===== src/rtl/time_pkg.sv =====
// Shared widths, limits, state encoding and time payload for the timekeeping datapath.
package time_pkg;

    localparam int unsigned MS_W    = 10;
    localparam int unsigned SEC_W   = 6;
    localparam int unsigned MIN_W   = 6;
    localparam int unsigned HR_W    = 5;

    localparam int unsigned MS_MAX  = 999;
    localparam int unsigned SEC_MAX = 59;
    localparam int unsigned MIN_MAX = 59;

    typedef enum logic [1:0] {
        STOPPED = 2'd0,
        RUNNING = 2'd1,
        EXPIRED = 2'd2
    } state_e;

    typedef struct packed {
        logic [HR_W-1:0]  hr;
        logic [MIN_W-1:0] min;
        logic [SEC_W-1:0] sec;
        logic [MS_W-1:0]  ms;
    } time_t;

endpackage


===== src/rtl/tick_prescaler.sv =====
// Divides clk by DIV while enabled; tick_c is high on the terminal count cycle.
module tick_prescaler #(
    parameter int unsigned DIV = 2
) (
    input  logic clk,
    input  logic rst_n,
    input  logic en,
    input  logic clr,
    output logic tick_c
);

    localparam int unsigned CNT_W = $clog2(DIV);
    localparam logic [CNT_W-1:0] TERM = CNT_W'(DIV - 1);

    logic [CNT_W-1:0] cnt_q;
    logic [CNT_W-1:0] cnt_d;

    assign tick_c = en && !clr && (cnt_q == TERM);

    always_comb begin
        cnt_d = cnt_q;
        if (clr) begin
            cnt_d = '0;
        end else if (en) begin
            cnt_d = tick_c ? '0 : cnt_q + CNT_W'(1);
        end
    end

    always_ff @(posedge clk or negedge rst_n) begin
        if (!rst_n) begin
            cnt_q <= '0;
        end else begin
            cnt_q <= cnt_d;
        end
    end

endmodule


===== src/rtl/time_counter.sv =====
// ms/sec/min/hr timekeeper with preset load and cascaded carries.
// Define TIME_COUNTER_COUNTDOWN_EN to add count_down/done and the EXPIRED state.
module time_counter
    import time_pkg::*;
#(
    parameter int unsigned CLK_HZ  = 100_000_000,
    parameter int unsigned TICK_HZ = 1000,
    parameter int unsigned HR_MAX  = 23
) (
    input  logic             clk,
    input  logic             rst_n,
    input  logic             load,
    input  logic [MS_W-1:0]  ms_i,
    input  logic [SEC_W-1:0] sec_i,
    input  logic [MIN_W-1:0] min_i,
    input  logic [HR_W-1:0]  hr_i,
    input  logic             start,
    input  logic             stop,
    input  logic             clear,
`ifdef TIME_COUNTER_COUNTDOWN_EN
    input  logic             count_down,
    output logic             done,
`endif
    output logic [MS_W-1:0]  ms_o,
    output logic [SEC_W-1:0] sec_o,
    output logic [MIN_W-1:0] min_o,
    output logic [HR_W-1:0]  hr_o,
    output logic             running,
    output logic             rollover
);

    localparam int unsigned DIV = CLK_HZ / TICK_HZ;

    localparam logic [MS_W-1:0]  MS_LIM  = MS_W'(MS_MAX);
    localparam logic [SEC_W-1:0] SEC_LIM = SEC_W'(SEC_MAX);
    localparam logic [MIN_W-1:0] MIN_LIM = MIN_W'(MIN_MAX);
    localparam logic [HR_W-1:0]  HR_LIM  = HR_W'(HR_MAX);

    state_e state_q, state_d;
    time_t  t_q, t_d;
    logic   running_q, running_d;
    logic   rollover_q, rollover_d;
    logic   done_q, done_d;
    logic   presc_en, presc_clr, tick;

    // Any control that pre-empts counting also freezes the sub-ms phase this cycle.
    assign presc_en  = (state_q == RUNNING) && !clear && !load && !stop;
    assign presc_clr = clear || load;

    tick_prescaler #(
        .DIV (DIV)
    ) u_presc (
        .clk    (clk),
        .rst_n  (rst_n),
        .en     (presc_en),
        .clr    (presc_clr),
        .tick_c (tick)
    );

    always_comb begin
        state_d    = state_q;
        t_d        = t_q;
        rollover_d = 1'b0;
        done_d     = 1'b0;

        if (clear) begin
            t_d     = '0;
            state_d = STOPPED;
        end else if (load) begin
            t_d.ms  = (ms_i  > MS_LIM)  ? MS_LIM  : ms_i;
            t_d.sec = (sec_i > SEC_LIM) ? SEC_LIM : sec_i;
            t_d.min = (min_i > MIN_LIM) ? MIN_LIM : min_i;
            t_d.hr  = (hr_i  > HR_LIM)  ? HR_LIM  : hr_i;
            state_d = STOPPED;
        end else if (stop) begin
            if (state_q == RUNNING) begin
                state_d = STOPPED;
            end
        end else if (start && (state_q == STOPPED)) begin
`ifdef TIME_COUNTER_COUNTDOWN_EN
            if (count_down && (t_q == '0)) begin
                state_d = EXPIRED;
                done_d  = 1'b1;
            end else begin
                state_d = RUNNING;
            end
`else
            state_d = RUNNING;
`endif
        end else if (tick) begin
`ifdef TIME_COUNTER_COUNTDOWN_EN
            if (count_down) begin
                // Borrow cascade; zero is terminal rather than wrapping.
                if (t_q == '0) begin
                    state_d = EXPIRED;
                    done_d  = 1'b1;
                end else if (t_q.ms != '0) begin
                    t_d.ms = t_q.ms - MS_W'(1);
                end else begin
                    t_d.ms = MS_LIM;
                    if (t_q.sec != '0) begin
                        t_d.sec = t_q.sec - SEC_W'(1);
                    end else begin
                        t_d.sec = SEC_LIM;
                        if (t_q.min != '0) begin
                            t_d.min = t_q.min - MIN_W'(1);
                        end else begin
                            t_d.min = MIN_LIM;
                            t_d.hr  = t_q.hr - HR_W'(1);
                        end
                    end
                end
            end else
`endif
            begin
                if (t_q.ms != MS_LIM) begin
                    t_d.ms = t_q.ms + MS_W'(1);
                end else begin
                    t_d.ms = '0;
                    if (t_q.sec != SEC_LIM) begin
                        t_d.sec = t_q.sec + SEC_W'(1);
                    end else begin
                        t_d.sec = '0;
                        if (t_q.min != MIN_LIM) begin
                            t_d.min = t_q.min + MIN_W'(1);
                        end else begin
                            t_d.min = '0;
                            if (t_q.hr != HR_LIM) begin
                                t_d.hr = t_q.hr + HR_W'(1);
                            end else begin
                                t_d.hr     = '0;
                                rollover_d = 1'b1;
                            end
                        end
                    end
                end
            end
        end

        running_d = (state_d == RUNNING);
    end

    always_ff @(posedge clk or negedge rst_n) begin
        if (!rst_n) begin
            state_q    <= STOPPED;
            t_q        <= '0;
            running_q  <= 1'b0;
            rollover_q <= 1'b0;
            done_q     <= 1'b0;
        end else begin
            state_q    <= state_d;
            t_q        <= t_d;
            running_q  <= running_d;
            rollover_q <= rollover_d;
            done_q     <= done_d;
        end
    end

    assign ms_o     = t_q.ms;
    assign sec_o    = t_q.sec;
    assign min_o    = t_q.min;
    assign hr_o     = t_q.hr;
    assign running  = running_q;
    assign rollover = rollover_q;
`ifdef TIME_COUNTER_COUNTDOWN_EN
    assign done     = done_q;
`else
    logic unused_done;
    assign unused_done = done_q;
`endif

endmodule


===== config.mk =====
export PLATFORM = sky130hd
export DESIGN_NAME = time_counter
export DESIGN_NICKNAME = d
export VERILOG_FILES = /design/src/rtl/time_pkg.sv /design/src/rtl/tick_prescaler.sv /design/src/rtl/time_counter.sv
export SDC_FILE = /design/constraint.sdc
export NUM_CORES = 1
export LEC_CHECK = 0
export ABC_AREA = 1
export BUFFER_PORTS_ARGS = -buffer_cell sky130_fd_sc_hd__buf_4
export CAP_MARGIN = 15
export CORE_ASPECT_RATIO = 0.75
export CORE_MARGIN = 1
export CORE_UTILIZATION = 35
export DETAILED_ROUTE_END_ITERATION = 16
export PLACE_DENSITY = 0.61
export SYNTH_ARGS = -nofsm -noshare
export SYNTH_HDL_FRONTEND = slang
export SYNTH_SLANG_ARGS = --single-unit

===== constraint.sdc =====
create_clock -name clk -period 2.2 [get_ports clk]
set_clock_uncertainty 0.15 [all_clocks]
set_input_delay 0.22 -clock clk [delete_from_list [all_inputs] [get_ports clk]]
set_output_delay 0.22 -clock clk [all_outputs]
set_load 0.005 [all_outputs]

Yosys cells after proc, flatten, opt, wreduce, memory -nomap -nowiden
Index checks and enable logic that the tools add are counted.

cells by class
  add/subtract/negate cells = 5
  order comparisons = 4
  equality and inequality tests = 12
  muxes and demuxes = 33
  reduce and logical (&&, ||, !) cells = 18

operators with widths
  operator                                               number
  two-way mux 27 bit                                     5
  two-way mux 17 bit                                     4
  two-way mux 6 bit                                      4
  two-way mux 10 bit                                     2
  adder 17 x 1 -> 17 bit, second input constant          1
  equality test 17 bit, second input constant            1
  two-way mux 5 bit                                      3
  adder 6 x 1 -> 6 bit, second input constant            2
  greater-than comparator 6 bit, second input constant   2
  != test 3 bit, second input constant                   4
  != test 6 bit, second input constant                   2
  two-way mux 11 bit                                     1
  adder 10 x 1 -> 10 bit, second input constant          1
  greater-than comparator 10 bit, second input constant  1
  two-way mux 2 bit                                      5
  != test 10 bit, second input constant                  1
  two-way mux 1 bit                                      9
  logical AND 1 bit                                      6
  AND reduction 6 bit                                    1
  adder 5 x 1 -> 5 bit, second input constant            1
  greater-than comparator 5 bit, second input constant   1
  != test 5 bit, second input constant                   1
  AND reduction 5 bit                                    1
  equality test 2 x 1 -> 1 bit, second input constant    2
  other kinds (8)                                        11

word-level totals
  register bits after elaboration = 48
  bits of input ports = 33
  output and inout port bits = 29

Longest topological paths before layout
Gate-level depths: netlist of run 1.

  depth in word-level cells = 11
  depth in mapped cells = 11
  depth with buffers taken out = 10

Cells and area by module
From an unflattened synthesis of run 1, not the netlist that was laid out.

second synthesis, totals
  cell total of the unflattened synthesis = 519
  area, all modules = 3455.8 um^2

modules (own cells, without submodules)
  module          times used  cells each  area each (um^2)
  time_counter    1           350         2312.2
  tick_prescaler  1           169         1143.6

Worst setup path after synthesis of run 1
OpenSTA, ideal clock, no wires.

  path kind = reg2reg
  start point = reg t_q (netlist bit min_o[0])
  end point = reg t_q (netlist bit hr_o[2])
  setup time = 0.117 ns
  arrival time = 1.427 ns
  path slack = 0.506 ns
  stages on the path, launching flop included = 11
  cells stage by stage = dfrtp_1 -> ha_1 -> inv_1 -> nor2_1 -> nand3_1 -> nand2_1 -> nand2_1 -> nor2_4 -> nand2_2 -> nand2_1 -> nand2_1

between the ends
  longest elaborated chain between the ends = 3

ends and longest elaborated chain
  item                           RTL line             text
  start, declared                time_counter.sv:40   time_t t_q, t_d;
  start signal, assigned         time_counter.sv:152  t_q <= t_d;
  != test 6 bit                  time_counter.sv:124  if (t_q.min != MIN_LIM) begin
  != test 3 bit (no line)        n/a
  AND reduction 6 bit (no line)  n/a

Every way passes these cells.
A chain may end at the register's enable or synchronous reset.

Worst setup path in the final report of run 1
  start point = reg t_q (netlist bit ms_o[4])
  end point = reg t_q (netlist bit min_o[0])

between the ends
  longest elaborated chain between the ends = 3

ends and longest elaborated chain
  item                           RTL line             text
  != test 10 bit                 time_counter.sv:116  if (t_q.ms != MS_LIM) begin
  != test 3 bit (no line)        n/a
  AND reduction 5 bit (no line)  n/a

Every way passes these cells.

==> results of run 1 <==
stage by stage:
stage	utilization	setup slack [ns]	hold slack (ns)	power, mW
floorplan	-	0.506	-0.226	1.31
global placement	0.436	0.246	0.135	1.57
detailed placement	0.436	0.227	0.135	1.57
CTS	0.453	0.206	0.0146	2.36
global route	0.454	0.0203	0.0121	2.48
finish	0.454	0.219	0.0215	2.34
layout make-up:
cell class | instances | area, um^2 | area share
Inverter | 51 | 191 | 0.0465
Timing Repair Buffer | 76 | 586 | 0.142
Clock buffer | 5 | 125 | 0.0304
Tap cell | 128 | 160 | 0.0389
Sequential cell | 48 | 1200 | 0.292
Multi-Input combinational cell | 388 | 1830 | 0.445
Clock inverter | 3 | 22.5 | 0.00547
what timing repair did:
item	4_1_cts	5_1_grt
endpoints found under the hold margin	48	0
resized for setup	0	1
hold buffers	1	0
endpoints found under the setup margin	0	3
power by group:
group | leakage, nW | total (mW) | internal [mW] | switching (mW)
sequential | 0.644 | 1.05 | 0.947 | 0.0991
clock | 0.0742 | 0.787 | 0.426 | 0.361
combinational | 1.37 | 0.511 | 0.241 | 0.270
synth_stat cells, drive strengths merged:
library cell,number
nand2,158
nor2,65
nand3,62
inv,50
dfrtp,48
o21ai,25
a21oi,22
nand4,19
nor3,11
clkbuf,9
buf,5
ha,5
o21bai,5
xor2,5
nor3b,2
o211ai,2
or2,2
a221oi,1
a31oi,1
and3,1
clkinv,1
nand3b,1
o31ai,1
layer usage:
| metal | part of all wire | routed length, um | global-route usage | vias up |
|---|---|---|---|---|
| met1 | 0.51 | 4790 | 0.310 | 1600 |
| li1 | - | - | - | 1774 |
| met4 | 0.012 | 114 | 0.0543 | 0 |
| met5 | 0 | 0 | 0 | - |
| met3 | 0.070 | 657 | 0.0339 | 12 |
| met2 | 0.41 | 3830 | 0.293 | 109 |
worst paths after layout:
path                             startpoint               end  depth (start not counted)
max in group asynchronous             rst_n          min_o[3]                          2
min                                    stop        state_q[0]                          2
max                                 ms_o[4]          min_o[0]                          9
min in group asynchronous             rst_n           running                          2
max reg2reg                         ms_o[4]          min_o[0]                          9
min reg2reg                u_presc.cnt_q[1]  u_presc.cnt_q[1]                          2
kinds of logic (layout without fill, tap and decap cells):
kind of cell,Yosys count,in the layout
AND/OR/NAND/NOR,321,321
buffers and inverters,65,135
AO/OA/AOI/OAI,57,57
flip-flops,48,48
adder cells (fa/ha/maj),5,5
XOR/XNOR,5,5
flip-flops by register name, summed over array words and instances (netlist names):
register / count
hr_o: 5
min_o: 6
ms_o: 10
rollover: 1
running: 1
sec_o: 6
state_q: 2
u_presc.cnt_q: 17
critical path: cells and delay by family, from the launching register on:
kind                   cells  cell delay (ns)
buffers and inverters      1             0.16
flip-flops                 1             0.46
AND/OR/NAND/NOR            7             0.78
AO/OA/AOI/OAI              1             0.37
==> results.md, run 1 <==
- Status: finished, final reports clean
- WL final: 9.39 mm
- Clock Latency Late Sink: 0.30 ns
- Most used cell, CP: nand2_1
- Final Wtd Congestion: approximately 0.93
- Detail Placement HPWL: roughly 7.2 mm
- CTS Buf Count: 5
- Part of the Yosys area used for sequential elements: 0.365
- Final nets: 608
- Placed cell area: approximately 4000 um^2
- Post-synthesis cell area: 3290 um^2
- Total track usage: 0.203
- Die Wd: between 100 and 150 um
- RSZ-0062 raised after global routing: no
- Final setup viols: 0
- Commonest non-fill, non-tap cell in the layout: nand2_1
- Synth Instances: ~500
- Critical path data arrival time: 2.06 ns
- Initial core utilization: 0.362
- Die footprint: ~9800 um^2
- Largest net degree at the start of global routing: a little under 50
- # Max-Cap Violations: 0
- Crit path capture type: flop
- Crit share post-route: 0.900
- Initial antenna violation count: 0
- Critical path's largest stage delay: 0.46 ns
- XOR/XNOR Fraction of Synth Area: 0.0133
- CP required: ~2.3 ns
- Commonest non-fill, non-tap cells in the layout: nand2_1, buf_4, nor2_1
- Synth cell types: 30
- Cell Rows: 30
- Post-Synth Adder-Cell Area: 0.0190
- Clock slew at reported path FFs: around 0.070 ns
- CTS tree: done
- # fillers: 982
- Yosys top cell by area: dfrtp_1
- Critical path cell sequence: inv_1, nand2_1, nor2_1, nand3_4, nand2_1, nand2_1, a21oi_1, nand2_1, nand2_1
- Port-buffer cells: about 60
- Slew @ Worst Pin: around 0.6 ns
- CP max stage cell: dfrtp_1
- H-tree Lvls: 2
- Die Ht: between 80 and 90 um
- Vias: approximately 3500
- Post-CTS setup buffers: 0
- Max Clk Rate: about 500 MHz
- Worst reg-to-reg setup slack: 0.22 ns
- Compound-gate portion of the synthesized area: 0.0966
- Simple-Gate Fraction of Synth Area: 0.427
- Hold Path Class: in2reg
- DR iter-0 viols: just over 200
- Area grow syn2layout: 25.3%
- Vias in the first global route: ~3200
- Synth top area share: 0.365
- Drc violations: 0
- Largest family of logic cells by synthesized area: simple AND/OR/NAND/NOR gates
- LEAKAGE: approximately 2.1 nW
- Crit start category: flop
- CP Max Fanout: 10
- Antenna cell count: 0
- CTS max path bufs: 2
- Synth area leaders: dfrtp_1, nand2_1, nand3_1
- Vias per cell: about 5.0
- PwrDens: 569 nW/um^2
- Slew Limit Fails: 0
- 1st-pass router iterations: 7
- Worst VDD drop: between 0.0002 and 0.0003 V
- Root Buffer: clkbuf_16
- Fin crit period: between 1.5 and 2 ns
- Core area: around 9000 um^2
- Overflow after GRT: 0
- Inst Count DP: a little under 700
- Final setup TNS: 0 ns
- Global-route wire length before repair: approximately 16 mm
- Rel. slew slack: 0.588
- Final antenna-violating net count: 0
- Critical path class: reg2reg
- Synth Net Count: 539
- Post-synthesis mux area share: 0
- Routed wire per std cell: 13.4 um
- Layout cell share with drive strength beyond 1: 0.165
- Hold Fails Final Rpt: 0
- TritonCTS Sinks: 48
- Ys Warns: 0
- Mean post-synth cell area: around 6.6 um^2
- Finished Layout Cells: roughly 700
- Design Area, Final: 4120 um^2
- Ports: 62
- Synth Register Bits: 48
Power figures use the tool's default switching activity.
==> run 2, diff against run 1 <==
Settings changed: RECOVER_POWER set to 50.
==> run 2 against run 1 <==
Worst setup slack got worse by 0.0082 ns; sequential cell count is the same; global-route usage is the same; total power is 0.14% lower; maximum frequency down 0.41%; non-clock buffer count did not move; first-iteration DRC count up 0.97%; hold slack barely moved; highest routed layer unchanged; largest cell class unchanged.
==> results.md, run 2 (synthesis results as in run 1) <==
- Status: finished, final reports clean
- Placed cell area: 3960 um^2 (unchanged)
- CTS max path bufs: 2 (unchanged)
- Worst VDD drop: 0.000274 V (+0.17%)
- 1st-pass router iterations: 7 (unchanged)
- Die Ht: 86.0 um (unchanged)
- Global-route wire length before repair: 15.6 mm (unchanged)
- # fillers: 981 (-0.10%)
- CP required: 2.28 ns (about the same)
- Routed wire per std cell: 13.4 um (about the same)
- Critical path class: reg2reg
- Total power: 2.34 mW (-0.14%)
- Fin crit period: 1.99 ns (+0.00821 ns)
- WL final: 9.39 mm (about the same)
- Clock Latency Late Sink: 0.30 ns (about the same)
- Die Wd: 114 um (unchanged)
- Finished Layout Cells: 699 (unchanged)
- Port-buffer cells: 61 (unchanged)
- H-tree Lvls: 2 (unchanged)
- Die footprint: 9790 um^2 (unchanged)
- Area grow syn2layout: 25.1%
- Antenna cell count: 0 (unchanged)
- Vias per cell: 5.01 (+0.26%)
- Hold Path Class: in2reg
- Largest net degree at the start of global routing: 49 (unchanged)
- Critical path data arrival time: 2.07 ns (about the same)
- Core area: 9080 um^2 (unchanged)
- Worst slack, placed: 0.227 ns (unchanged)
- Hold Fails Final Rpt: 0 (unchanged)
- Inst Count DP: 690 (unchanged)
- Clock slew at reported path FFs: 0.07 ns (about the same)
- Crit start category: flop
- PwrDens: 569 nW/um^2 (about the same)
- Root Buffer: clkbuf_16
- Final Wtd Congestion: 0.934 (unchanged)
- Rel. slew slack: 0.194 (-0.394)
- Design Area, Final: 4110 um^2 (-0.15%)
- Crit path capture type: flop
- Ports: 62 (unchanged)
- Vias in the first global route: 3163 (unchanged)
- Initial antenna violation count: 0 (unchanged)
- Fin Hold WS: 0.0212 ns (-0.000348 ns)
- CTS Buf Count: 5 (unchanged)
- Max reg flops: 17 (unchanged)
- Drc violations: 0 (unchanged)
- Largest reg by FF count: u_presc.cnt_q
- Slew @ Worst Pin: 1.21 ns (+0.591 ns)
- Slew Limit Fails: 0 (unchanged)
- Initial core utilization: 0.362 (unchanged)
- Detail Placement HPWL: 7.16 mm (unchanged)
- Overflow after GRT: 0 (unchanged)
- Layout cell share with drive strength beyond 1: 0.163 (-0.00175)
- RSZ-0062 raised after global routing: no
- Commonest non-fill, non-tap cells in the layout: nand2_1, nor2_1, nand3_1
- Setup ws final: 0.211 ns (-0.00821 ns)
- TritonCTS Sinks: 48 (unchanged)
- Final nets: 608 (unchanged)
- Vias: 3504 (+0.26%)
- Cell Rows: 30 (unchanged)
- Commonest non-fill, non-tap cell in the layout: nand2_1
- Final setup TNS: 0 ns (unchanged)
- Total track usage: 0.203 (unchanged)
- CP Max Fanout: 10 (unchanged)
- Max Clk Rate: 503 MHz (-0.41%)
- Crit share post-route: 0.904 (+0.00373)
- # Max-Cap Violations: 0 (unchanged)
- Final setup viols: 0 (unchanged)
- LEAKAGE: 2.08 nW (-0.46%)
- CTS tree: done
- DR iter-0 viols: 208 (+0.97%)
- Fin util: 0.453 (-0.000688)
- Post-CTS setup buffers: 0 (unchanged)
- Final antenna-violating net count: 0 (unchanged)
[run 2: cell type report]
class / count / area, um^2 / share of cell area
Clock inverter: 3 / 22.5 / 0.00547
Timing Repair Buffer: 76 / 579 / 0.141
Tap cell: 128 / 160 / 0.0389
Multi-Input combinational cell: 388 / 1830 / 0.446
Sequential cell: 48 / 1200 / 0.292
Inverter: 51 / 191 / 0.0465
Clock buffer: 5 / 125 / 0.0304
[run 2: worst paths after layout]
kind,slack [ns],startpoint,endpoint,cells past startpoint
hold / removal,0.02,stop,state_q[0],2
hold reg to reg,0.38,u_presc.cnt_q[1],u_presc.cnt_q[1],2
min in group asynchronous,0.56,rst_n,running,2
setup reg to reg,0.21,ms_o[4],min_o[0],9
max in group asynchronous,0.61,rst_n,min_o[1],2
setup / recovery,0.21,ms_o[4],min_o[0],9
[run 2: power by group]
| part | internal [mW] | switching [mW] | leakage [nW] |
|---|---|---|---|
| registers | 0.947 | 0.0990 | 0.644 |
| clock network | 0.426 | 0.361 | 0.0742 |
| logic | 0.238 | 0.270 | 1.36 |
[run 2: per-layer routing]
layer,vias to the layer above,global-route usage,share of wire
met3,12,0.0339,0.057
met1,1633,0.310,0.52
met5,-,0,0
met4,0,0.0543,0.012
li1,1775,-,-
met2,84,0.293,0.41
[run 2: worst max-delay path, stage by stage, from the launching register on]
cell and delay (ns):
dfrtp_1 0.46, inv_1 0.16, nand2_1 0.06, nor2_1 0.17, nand3_4 0.18, nand2_1 0.13
nand2_1 0.07, a21oi_1 0.37, nand2_1 0.10, nand2_1 0.08
[run 2: repair_timing]
| action | CTS | global route |
|---|---|---|
| hold buffers | 1 | 0 |
| resized for setup | 0 | 1 |
| endpoints found under the hold margin | 48 | 0 |
| setup endpoints to repair | 0 | 3 |
==> run 3, diff against run 2 <==
Settings changed: BUFFER_PORTS_ARGS -buffer_cell sky130_fd_sc_hd__buf_4 to unset, CORE_UTILIZATION 35 to 50, DONT_BUFFER_PORTS set to 1, PLACE_DENSITY 0.61 to 0.71.
==> run 3 against run 2 <==
First-iteration DRC count fell by 18%; maximum frequency shrank 0.73%; critical path type unchanged; die area shrank 29%.
==> results.md, run 3 (synthesis results as in run 1) <==
- Status: finished, final reports clean
- Grt met3 use: 0.0692 (+0.0353)
- LEAKAGE: 1.76 nW (-15%)
- Fin Hold WS: 0.0114 ns (-0.00978 ns)
- Placed cell area: 3410 um^2 (-14%)
- Drc violations: 0 (unchanged)
- Worst VDD drop: 0.000284 V (+3.4%)
- PwrDens: 578 nW/um^2 (+1.5%)
- Fin crit period: 2.00 ns (+0.0147 ns)
- RSZ-0062 raised after global routing: no
- M1 GR Usage: 0.378 (+0.0680)
- WL final: 8.39 mm (-11%)
- Initial core utilization: 0.521 (+0.158)
- CTS max path bufs: 2 (unchanged)
- Port-buffer cells: 0 (-100%)
- Commonest non-fill, non-tap cell in the layout: nand2_1
- # fillers: 618 (-37%)
- Core area: 6320 um^2 (-30%)
- Largest reg by FF count: u_presc.cnt_q
- CTS Buf Count: 5 (unchanged)
- Register Area: 1200 um^2 (unchanged)
- CTS tree: done
- Total track usage: 0.260 (+0.0565)
- Initial antenna violation count: 0 (unchanged)
- CP required: 2.30 ns (+0.02 ns)
- Die footprint: 6910 um^2 (-29%)
- Hold Fails Final Rpt: 0 (unchanged)
- Reg2reg path depth: 9 (unchanged)
- Max Clk Rate: 499 MHz (-0.73%)
- Final nets: 548 (-9.9%)
- Die Wd: 95.7 um (-16%)
- Largest net degree at the start of global routing: 49 (unchanged)
- Max reg flops: 17 (unchanged)
- GRT met2 Usage: 0.393 (+0.0997)
- Clock Latency Late Sink: 0.30 ns (about the same)
- Crit share post-route: 0.911 (+0.00668)
- DR iter-0 viols: 170 (-18%)
- H-tree Lvls: 2 (unchanged)
- Cell Rows: 25 (-17%)
- Commonest non-fill, non-tap cells in the layout: nand2_1, nor2_1, nand3_1
- # Max-Cap Violations: 0 (unchanged)
- Final Wtd Congestion: 0.854 (-8.6%)
- Routed wire per std cell: 14.2 um (+5.5%)
- Area grow syn2layout: 8.18%
- Detail Placement HPWL: 6.09 mm (-15%)
- Overflow after GRT: 0 (unchanged)
- CP Max Fanout: 10 (unchanged)
- Post-CTS setup buffers: 0 (unchanged)
- Area of the multi-input gates: 1830 um^2 (-0.27%)
- Slew Limit Fails: 0 (unchanged)
- Clock slew at reported path FFs: 0.09 ns (+0.02 ns)
- Final setup TNS: 0 ns (unchanged)
- Critical path data arrival time: 2.10 ns (+0.03 ns)
- Global-route wire length before repair: 14.0 mm (-10%)
- Final setup viols: 0 (unchanged)
- Final antenna-violating net count: 0 (unchanged)
- Inst Count DP: 579 (-16%)
- Hold Path Class: in2reg
- Critical path class: reg2reg
- Antenna cell count: 0 (unchanged)
- Design Area, Final: 3560 um^2 (-14%)
- Vias in the first global route: 2936 (-7.2%)
- Vias per cell: 5.52 (+10%)
- Crit path capture type: flop
- Crit start category: flop
- Layout cell share with drive strength beyond 1: 0.0587 (-0.104)
- Slew @ Worst Pin: 1.22 ns (+0.0138 ns)
- Die Ht: 72.2 um (-16%)
- Ports: 62 (unchanged)
- Rel. slew slack: 0.185 (-0.00920)
- Hold depth: 3 (+1)
- Global route hottest layer: met2
- Vias: 3268 (-6.7%)
- Post-cts gate resize count: 0 (unchanged)
- 1st-pass router iterations: 4 (-3)
- TritonCTS Sinks: 48 (unchanged)
- Finished Layout Cells: 592 (-15%)
- Root Buffer: clkbuf_8
-- run 3: cell types whose count changed in the layout (fill, tap and decap cells not counted), sizes merged --
cell | previous run | this run
buf | 61 | 11
clkbuf | 19 | 7
dlygate4sd3 | 1 | 4
bufinv | 0 | 1
clkinv | 3 | 2
inv | 51 | 50
-- run 3: worst max-delay path, stage by stage (launching register included) --
cell and delay, ns:
dfrtp_1 0.48, inv_1 0.16, nand2_1 0.06, nor2_1 0.17, nand3_4 0.17, nand2_1 0.13, nand2_1 0.08, a21oi_1 0.35
nand2_1 0.12, nand2_1 0.08
-- run 3: timing repair --
item                       4_1_cts  5_1_grt
setup endpoints to repair        0        0
hold endpoints to repair        56        0
hold buffers                     5        0
-- run 3: report_power, final --
group	internal (mW)	switching, mW	total (mW)
Clock	0.338	0.313	0.651
Combinational	0.131	0.218	0.350
Sequential	0.946	0.109	1.06
Total	1.42	0.640	2.06
-- run 3: final timing paths --
path	to	from	slack, ns
setup / recovery	min_o[5]	ms_o[4]	0.20
min in group asynchronous	hr_o[0]	rst_n	0.56
hold reg to reg	u_presc.cnt_q[1]	u_presc.cnt_q[1]	0.39
max in group asynchronous	ms_o[1]	rst_n	0.60
hold / removal	hr_o[4]	clear	0.01
setup reg to reg	min_o[5]	ms_o[4]	0.20
-- run 3: layer usage --
layer | routed length, um | vias to the layer above
met5 | 0 | -
met4 | 49 | 0
met3 | 648 | 6
met2 | 3620 | 116
met1 | 4070 | 1495
li1 | - | 1651
-- run 3: layout make-up --
class,count,area share
clock inverters,2,0.00985
clock buffers,6,0.0204
well taps,81,0.0285
repair buffers,16,0.0359
multi-input cells,388,0.514
inverters,51,0.0538
flip-flops and latches,48,0.338
-- run 3: through the flow --
| step | total power [mW] | setup slack [ns] | util |
|---|---|---|---|
| global placement | 1.38 | 0.241 | 0.539 |
| floorplan | 1.31 | 0.506 | - |
| global route | 2.17 | 0.0324 | 0.563 |
| finish | 2.06 | 0.197 | 0.563 |
| detailed placement | 1.39 | 0.223 | 0.539 |
| CTS | 2.07 | 0.201 | 0.567 |
